`src/rtl/t02_control_scheduler.sv`:
```
// Control-loop scheduler: paces sense, setpoint, PID and servo strobes per loop tick.
// Optional periodic jerk windows are built when T02_JERK_INJECT_EN is defined.
module t02_control_scheduler #(
  parameter logic [15:0] LOOP_PERIOD   = 16'd10000,
  parameter logic [7:0]  STAGE_TIMEOUT = 8'd64,
  parameter logic [7:0]  JERK_PERIOD   = 8'd32,
  parameter logic [7:0]  JERK_DURATION = 8'd4
) (
  input  logic       clk,
  input  logic       rst_n,
  input  logic       run,
  input  logic       ball_detected,
  input  logic       sense_done,
  input  logic       pid_done,
  input  logic       clr_flags,
  output logic       sense_start,
  output logic       setpoint_en,
  output logic       pid_start,
  output logic       servo_en,
  output logic       jerk_active,
  output logic       overrun,
  output logic       timeout,
  output logic [2:0] state_out
);

  typedef enum logic [2:0] {
    IDLE      = 3'd0,
    WAIT_TICK = 3'd1,
    SENSE     = 3'd2,
    SETPT     = 3'd3,
    PID       = 3'd4,
    SERVO     = 3'd5
  } state_t;

  state_t      state;
  logic [15:0] timer;
  logic [7:0]  stage_cnt;
  logic        tick;
  logic        stage_to;
  logic        set_ovr;
  logic        set_to;

  assign state_out = state;

  always_comb begin
    tick     = (state != IDLE) && (timer == LOOP_PERIOD - 16'd1);
    stage_to = (stage_cnt == STAGE_TIMEOUT - 8'd1);
    // a tick outside WAIT_TICK is lost, not queued
    set_ovr  = run && tick && (state != WAIT_TICK);
    set_to   = run && stage_to &&
               (((state == SENSE) && !sense_done) ||
                ((state == PID) && !pid_done));
  end

  always_ff @(posedge clk or negedge rst_n) begin
    if (!rst_n) begin
      state       <= IDLE;
      timer       <= '0;
      stage_cnt   <= '0;
      sense_start <= 1'b0;
      setpoint_en <= 1'b0;
      pid_start   <= 1'b0;
      servo_en    <= 1'b0;
      overrun     <= 1'b0;
      timeout     <= 1'b0;
    end else begin
      sense_start <= 1'b0;
      setpoint_en <= 1'b0;
      pid_start   <= 1'b0;
      servo_en    <= 1'b0;
      overrun     <= set_ovr | (overrun & ~clr_flags);
      timeout     <= set_to | (timeout & ~clr_flags);
      if (!run) begin
        state     <= IDLE;
        timer     <= '0;
        stage_cnt <= '0;
      end else begin
        timer     <= (state == IDLE || tick) ? '0 : timer + 16'd1;
        stage_cnt <= stage_cnt + 8'd1;
        case (state)
          IDLE: state <= WAIT_TICK;
          WAIT_TICK: begin
            if (tick) begin
              state       <= SENSE;
              sense_start <= 1'b1;
              stage_cnt   <= '0;
            end
          end
          SENSE: begin
            if (sense_done) begin
              state       <= SETPT;
              setpoint_en <= 1'b1;
            end else if (stage_to) begin
              state <= WAIT_TICK;
            end
          end
          SETPT: begin
            state     <= PID;
            pid_start <= 1'b1;
            stage_cnt <= '0;
          end
          PID: begin
            if (pid_done) begin
              state    <= SERVO;
              servo_en <= 1'b1;
            end else if (stage_to) begin
              state <= WAIT_TICK;
            end
          end
          SERVO:   state <= WAIT_TICK;
          default: state <= IDLE;
        endcase
      end
    end
  end

`ifdef T02_JERK_INJECT_EN
  logic [7:0] loop_cnt;
  logic [7:0] jerk_left;
  logic       jerk_q;
  logic       jerk_wrap;

  assign jerk_wrap   = (loop_cnt == JERK_PERIOD - 8'd1);
  assign jerk_active = jerk_q;

  // window length is counted in completed loops (SERVO cycles)
  always_ff @(posedge clk or negedge rst_n) begin
    if (!rst_n) begin
      loop_cnt  <= '0;
      jerk_left <= '0;
      jerk_q    <= 1'b0;
    end else if (!run) begin
      loop_cnt  <= '0;
      jerk_left <= '0;
      jerk_q    <= 1'b0;
    end else if (state == SERVO) begin
      loop_cnt <= jerk_wrap ? 8'd0 : loop_cnt + 8'd1;
      if (jerk_wrap && ball_detected) begin
        jerk_q    <= (JERK_DURATION != 8'd0);
        jerk_left <= JERK_DURATION;
      end else if (jerk_q) begin
        jerk_left <= jerk_left - 8'd1;
        if (jerk_left == 8'd1) jerk_q <= 1'b0;
      end
    end
  end
`else
  logic jerk_unused;

  assign jerk_active = 1'b0;
  assign jerk_unused = ^{ball_detected, JERK_PERIOD, JERK_DURATION};
`endif

endmodule

```
`config.mk`:
```
export PLATFORM = sky130hd
export DESIGN_NAME = t02_control_scheduler
export DESIGN_NICKNAME = d
export VERILOG_FILES = /design/src/rtl/t02_control_scheduler.sv
export SDC_FILE = /design/constraint.sdc
export NUM_CORES = 1
export LEC_CHECK = 0
export ABC_AREA = 1
export CORE_MARGIN = 2
export CORE_UTILIZATION = 32
export DETAILED_ROUTE_END_ITERATION = 10
export SYNTH_ARGS = -nofsm -noshare
export SYNTH_HDL_FRONTEND = slang
export SYNTH_SLANG_ARGS = --single-unit
```
`constraint.sdc`:
```
create_clock -name clk -period 1.8 [get_ports clk]
set_input_delay 0.18 -clock clk [delete_from_list [all_inputs] [get_ports clk]]
set_output_delay 0.18 -clock clk [all_outputs]
set_load 0.01 [all_outputs]
```
# Yosys cells after proc, flatten, opt, wreduce, memory -nomap -nowiden

Cells that the tools add are included.

RAM bits: 0
Logic and storage cells: 61
Flip-flop bits (word level): 33
Output and inout bits: 10
Bits in latches: 0
Input bits: 7
Memory bits (read-only): 0
Memories kept: 0

Magnitude comparators: 0
Equality and inequality tests: 9
Multiplexer cells: 22
Multiply operators: 0
Div/mod/pow operators: 0
Reduce and logical (&&, ||, !) cells: 14
Shift-type cells: 0
Add/sub/neg operators: 2
Bitwise logic cells: 5

Operators with widths:

| kind                    | count |
|---|---|
| $mux W16                | 2 |
| $add A16 B1 Y16 const B | 1 |
| $eq A16 B14 Y1 const B  | 1 |
| $mux W8                 | 2 |
| $pmux W8 S2             | 1 |
| $mux W3                 | 5 |
| $pmux W3 S5             | 1 |
| $mux W1                 | 11 |
| $add A8 B1 Y8 const B   | 1 |
| $eq A8 B6 Y1 const B    | 1 |
| $logic_and A1 B1 Y1     | 7 |
| $eq A3 B2 Y1 const B    | 2 |
| $eq A3 B3 Y1 const B    | 2 |
| $eq A3 B1 Y1 const B    | 1 |
| $logic_not A3 Y1        | 1 |
| $ne A3 B1 Y1 const B    | 1 |
| $ne A3 B3 Y1 const B    | 1 |
| $reduce_bool A3 Y1      | 1 |
| $and A1 B1 Y1           | 2 |
| $logic_not A1 Y1        | 2 |
| $logic_or A1 B1 Y1      | 2 |
| $or A1 B1 Y1            | 2 |
| $reduce_or A2 Y1        | 1 |
| $not A1 Y1              | 1 |

# Logic depth before layout (Yosys ltp)

Depth in word-level cells: 5
Depth in mapped cells: 9
Mapped depth without buffers: 9

# Worst setup path before layout

Ideal clock, no wire load.

Path kind: flip-flop to flip-flop
From: register timer[0]
To: register timer[12]
Data required time: 1.683 ns
Arrival time: 1.158 ns
Period minus slack after synthesis: 1.275 ns
Path slack: 0.525 ns
Stages on the path, launching flop included: 9
Setup time: 0.117 ns
Buffers on the path: 0
Path through: dfrtp_1 -> ha_1 -> nand2_1 -> nor2_2 -> nand2_2 -> nor2_2 -> nand3_1 -> nor2_1 -> nor2_1

Word-level cells in the longest chain between the ends: 5
Elaborated cells on any way between the ends: 6
Classes of those cells: 1 x add/sub; 1 x eq/ne; 2 x mux; 2 x reduce/logical

RTL lines:

| element                                                 | RTL line | RTL |
|---|---|---|
| start, declared                                         | 36       | `logic [15:0] timer;` |
| start signal, assigned                                  | 78       | `timer <= (state == IDLE \|\| tick) ? '0 : timer + 16'd1;` |
| branches (longest 3 deep; another with $add A16 B1 Y16) | n/a      |  |
| $mux W16 *                                              | 78       |  |
| $mux W16 *                                              | 73       | `if (!run) begin` |

Every way passes the cells marked *.
A chain may end at the register's enable or synchronous reset.

# Worst setup path in the final report

From: register timer[0]
To: register timer[13]

Same word-level chain as after synthesis.

==> flow_summary.html <==
<table>
<tr><th>Metric</th><th>Value</th></tr>
<tr><th colspan="2">Clock tree</th></tr>
<tr><td>Buffers inserted during post-CTS setup optimization</td><td>0</td></tr>
<tr><td>Clock latency on the worst-skew pair</td><td>0.29 ns</td></tr>
<tr><td>Clock root buffer master</td><td>clkbuf_8</td></tr>
<tr><td>PostCTS Resize Cnt</td><td>0</td></tr>
<tr><td>Clk sink count</td><td>33</td></tr>
<tr><td>CTS tree</td><td>built</td></tr>
<tr><td>CTS buffer count</td><td>5</td></tr>
<tr><td>Clk slew on worst S/H paths</td><td>0.07 ns</td></tr>
<tr><td>Number of H-tree levels</td><td>2</td></tr>
<tr><td>Maximum buffer depth of the clock tree</td><td>2</td></tr>
<tr><td>Post-cts hold buffer count</td><td>0</td></tr>
<tr><th colspan="2">Layout</th></tr>
<tr><td>Share of layout cells above drive strength 1</td><td>0.0950</td></tr>
<tr><td>Area growth syn-to-layout</td><td>21.1%</td></tr>
<tr><td>Count of antenna diodes in the layout</td><td>0</td></tr>
<tr><td>Number of fill cells</td><td>528</td></tr>
<tr><td>Fin nets</td><td>250</td></tr>
<tr><td>Cell area after layout</td><td>2050 um^2</td></tr>
<tr><td>Non-filler instance count after layout</td><td>312</td></tr>
<tr><th colspan="2">Power and ir drop</th></tr>
<tr><td>P_leak</td><td>0.915 nW</td></tr>
<tr><td>Worst voltage drop across the vdd grid</td><td>0.677 mV</td></tr>
<tr><td>Total power density per cell area</td><td>1070 nW/um^2</td></tr>
<tr><th colspan="2">Drt</th></tr>
<tr><td>Total wire length</td><td>3250 um</td></tr>
<tr><td>DRC Markers</td><td>0</td></tr>
<tr><td>Detail-routed via count per cell</td><td>4.42</td></tr>
<tr><td>Starting DRT DRC Count</td><td>38</td></tr>
<tr><td>Routed vias</td><td>1379</td></tr>
<tr><td>Number of nets with antenna violations after routing</td><td>0</td></tr>
<tr><td>Detailed Routing Iterations Pass 1</td><td>4</td></tr>
<tr><td>Wire length per cell after detailed routing</td><td>10.4 um</td></tr>
<tr><th colspan="2">Timing</th></tr>
<tr><td>Max-slew violations</td><td>0</td></tr>
<tr><td>Final setup violating endpoints</td><td>0</td></tr>
<tr><td>Final number of hold-violating endpoints</td><td>0</td></tr>
<tr><td>Maximum clock frequency</td><td>654 MHz</td></tr>
<tr><td>RSZ-0062 raised after global routing</td><td>no</td></tr>
<tr><td>Post-layout min period</td><td>1.53 ns</td></tr>
<tr><td>Sum of negative setup slack</td><td>0 ns</td></tr>
<tr><td>Share of the clock period used by the worst path</td><td>0.850</td></tr>
<tr><td>Worst setup skew after layout</td><td>0.00255 ns</td></tr>
<tr><th colspan="2">Hold path</th></tr>
<tr><td>Kind of path behind the tightest hold check</td><td>primary input to async pin</td></tr>
<tr><th colspan="2">Critical path</th></tr>
<tr><td>Critical path, cell by cell</td><td>ha_1 -&gt; nand3_1 -&gt; nor2_1 -&gt; nand2_1 -&gt; nand2_2 -&gt; inv_2 -&gt; nand2_1 -&gt; nor2_1</td></tr>
<tr><td>Startpoint types</td><td>flop</td></tr>
<tr><td>Crit path from</td><td>timer[0]$_DFF_PN0_</td></tr>
<tr><td>Category of the critical setup timing path</td><td>flop to flop</td></tr>
<tr><td>Critical path peak fanout</td><td>11</td></tr>
<tr><td>Reg-to-reg endpoint</td><td>timer[13]$_DFF_PN0_</td></tr>
<tr><td>Logic depth of the worst register-to-register path</td><td>8</td></tr>
<tr><td>Launch instance of the worst register-to-register path</td><td>timer[0]$_DFF_PN0_</td></tr>
<tr><td>Worst path required time</td><td>1.98 ns</td></tr>
<tr><td>Crit path to</td><td>timer[13]$_DFF_PN0_</td></tr>
<tr><td>Capturing element type of the critical path</td><td>flop</td></tr>
<tr><td>Critical-path cell with the highest stage delay</td><td>dfrtp_1</td></tr>
<tr><td>Setup slack on the worst flop-to-flop path</td><td>0.27 ns</td></tr>
<tr><td>Arrival time reported for the critical path endpoint</td><td>1.71 ns</td></tr>
<tr><td>Maximum cell stage delay along the critical path</td><td>0.37 ns</td></tr>
<tr><th colspan="2">Synth</th></tr>
<tr><td>Predominant post-synthesis flop cell</td><td>dfrtp_1</td></tr>
<tr><td>Share of flip-flops with an asynchronous set or reset after synthesis</td><td>1.00</td></tr>
<tr><td>Area share of the leading cell type in the synthesized netlist</td><td>0.487</td></tr>
<tr><td>Average size of a mapped cell</td><td>7.71 um^2</td></tr>
<tr><td>Compound-gate portion of the synthesized area</td><td>0.0472</td></tr>
<tr><td>Post-synthesis net count</td><td>229</td></tr>
<tr><td>Mux share of post-synthesis cell area</td><td>0</td></tr>
<tr><td>Top cell type by total area after synthesis</td><td>dfrtp_1</td></tr>
<tr><td>Synthesized-area fraction occupied by and/or/nand/nor cells</td><td>0.330</td></tr>
<tr><td>Number of flops mapped to enable cells by yosys</td><td>0</td></tr>
<tr><td>Synthesized netlist cell count</td><td>220</td></tr>
<tr><td>Adder-Cell Fraction of Synth Area</td><td>0.0147</td></tr>
<tr><td>Netlist cell types</td><td>24</td></tr>
<tr><td>Portion of the post-synthesis area used by sequential elements</td><td>0.487</td></tr>
<tr><td>Synth area leaders</td><td>dfrtp_1 49%, nor2_1 12%, nand2_1 9.7%, inv_1 5.8%, nand3_1 4.7%</td></tr>
<tr><td>Dominant combinational cell family by area after synthesis</td><td>simple AND/OR/NAND/NOR gates</td></tr>
<tr><td>Number of register bits inferred by synthesis</td><td>33</td></tr>
<tr><td>Most used standard cell by instance count after synthesis</td><td>nor2_1</td></tr>
<tr><td>Most frequent cells after synthesis</td><td>54 x nor2_1, 44 x nand2_1, 33 x dfrtp_1</td></tr>
<tr><td>Yosys warning count</td><td>0</td></tr>
<tr><td>Netlist area before placement</td><td>1700 um^2</td></tr>
<tr><td>XOR/XNOR Fraction of Synth Area</td><td>0.0465</td></tr>
<tr><th colspan="2">Global routing</th></tr>
<tr><td>Antenna violations before repair</td><td>0</td></tr>
<tr><td>Vias in the first global route</td><td>1300</td></tr>
<tr><td>First-pass GRT wire length</td><td>5900 um</td></tr>
<tr><td>Overflow after GRT</td><td>0</td></tr>
<tr><td>Pin count of the biggest net entering global routing</td><td>34</td></tr>
<tr><td>Overall global routing resource usage</td><td>0.124</td></tr>
<tr><th colspan="2">Placement</th></tr>
<tr><td>Cell area after placement</td><td>1920 um^2</td></tr>
<tr><td>Last weighted congestion value of the routability-driven placer</td><td>0.875</td></tr>
<tr><td>DP HPWL</td><td>2400 um</td></tr>
<tr><td>Placed Cells</td><td>304</td></tr>
<tr><td>IO Port Bufs</td><td>14</td></tr>
<tr><th colspan="2">Floorplanning</th></tr>
<tr><td>Chip Height</td><td>76.8 um</td></tr>
<tr><td>Row count</td><td>26</td></tr>
<tr><td>Starting utilization of the core area</td><td>0.332</td></tr>
<tr><td>Number of placed I/O pins</td><td>17</td></tr>
<tr><td>X dimension of the die</td><td>76.8 um</td></tr>
<tr><td>Placeable core area</td><td>5110 um^2</td></tr>
<tr><td>Area of the die</td><td>5900 um^2</td></tr>
<tr><th colspan="2">Status</th></tr>
<tr><td>Result of the run</td><td>finished clean</td></tr>
<tr><th colspan="2">Run</th></tr>
<tr><td>Max-cap violations</td><td>0</td></tr>
</table>
-- worst min path at each step --
stage | startpoint | to | slack [ns] | cells past startpoint
final | rst_n | timer[11]$_DFF_PN0_ | 0.29 | 2
after global routing | rst_n | stage_cnt[6]$_DFF_PN0_ | 0.35 | 2
after CTS | rst_n | timer[11]$_DFF_PN0_ | 0.31 | 2
after detailed placement | timer[0]$_DFF_PN0_ | timer[0]$_DFF_PN0_ | 0.45 | 1
after global placement | timer[0]$_DFF_PN0_ | timer[0]$_DFF_PN0_ | 0.45 | 1
after floorplan | rst_n | overrun$_DFF_PN0_ | -0.12 | 0
-- sequential cells by signal, summed over array words and instances (netlist names) --
| name | flops |
|---|---|
| overrun | 1 |
| pid_start | 1 |
| sense_start | 1 |
| servo_en | 1 |
| setpoint_en | 1 |
| stage_cnt | 8 |
| state_out | 3 |
| timeout | 1 |
| timer | 16 |
-- report_power, final --
group / switching (mW) / internal (mW)
clock network: 0.277 / 0.550
registers: 0.0621 / 0.811
logic: 0.309 / 0.188
total: 0.648 / 1.55
-- placed cells by master, fill, tap and decap left out --
cell / instances
nor3_1: 6
inv_2: 2
clkbuf_8: 5
nand2_1: 44
ha_1: 2
bufinv_16: 2
a31oi_1: 2
o21bai_1: 1
clkinv_2: 1
o22ai_1: 1
nand3_1: 16
clkdlybuf4s50_1: 14
inv_1: 26
o21ai_1: 1
dfrtp_1: 33
nor2_1: 54
a21oi_2: 1
a21oi_1: 5
buf_4: 2
nand2_2: 5
nor2_2: 3
nand4_1: 1
o21ai_0: 3
nor3b_2: 2
xor2_1: 6
conb_1: 1
xnor2_1: 3
-- final cells by class --
cell class | instances | area (um^2) | area share
multi-input combinational | 157 | 747 | 0.364
clock buffer | 5 | 68.8 | 0.0335
tap | 70 | 87.6 | 0.0426
clock inverter | 3 | 65.1 | 0.0317
inverter | 28 | 105 | 0.0512
timing repair buffer | 16 | 155 | 0.0755
sequential | 33 | 826 | 0.402
-- routing by layer --
layer | global-route usage | vias up | share of wire
met2 | 0.178 | 27 | 0.43
met4 | 0.0436 | 0 | 0.017
met1 | 0.177 | 630 | 0.51
li1 | - | 716 | -
met5 | 0 | - | 0
met3 | 0.0376 | 6 | 0.043
-- through the flow --
stage	util	hold WS [ns]	worst slack, ns	power (mW)
after global placement	0.376	0.452	0.265	1.39
after global routing	0.402	0.345	0.0803	2.34
after detailed placement	0.376	0.455	0.261	1.39
after CTS	0.402	0.306	0.253	2.22
final	0.402	0.286	0.270	2.20
after floorplan	-	-0.116	0.525	1.23
-- logic make-up after synthesis --
| family | after synthesis |
|---|---|
| fa+ha+maj | 2 |
| flops | 33 |
| buf+inv | 30 |
| xor+xnor | 9 |
| compound gates | 14 |
| simple gates | 131 |
| other cells | 1 |
-- worst max-delay path: cells and delay by family, from the launching register on --
| family | cells | cell delay (ns) |
|---|---|---|
| adder cells (fa/ha/maj) | 1 | 0.19 |
| flip-flops | 1 | 0.37 |
| AND/OR/NAND/NOR | 6 | 0.75 |
| buffers and inverters | 1 | 0.11 |
Note: power is estimated with default switching activity, not from simulation.
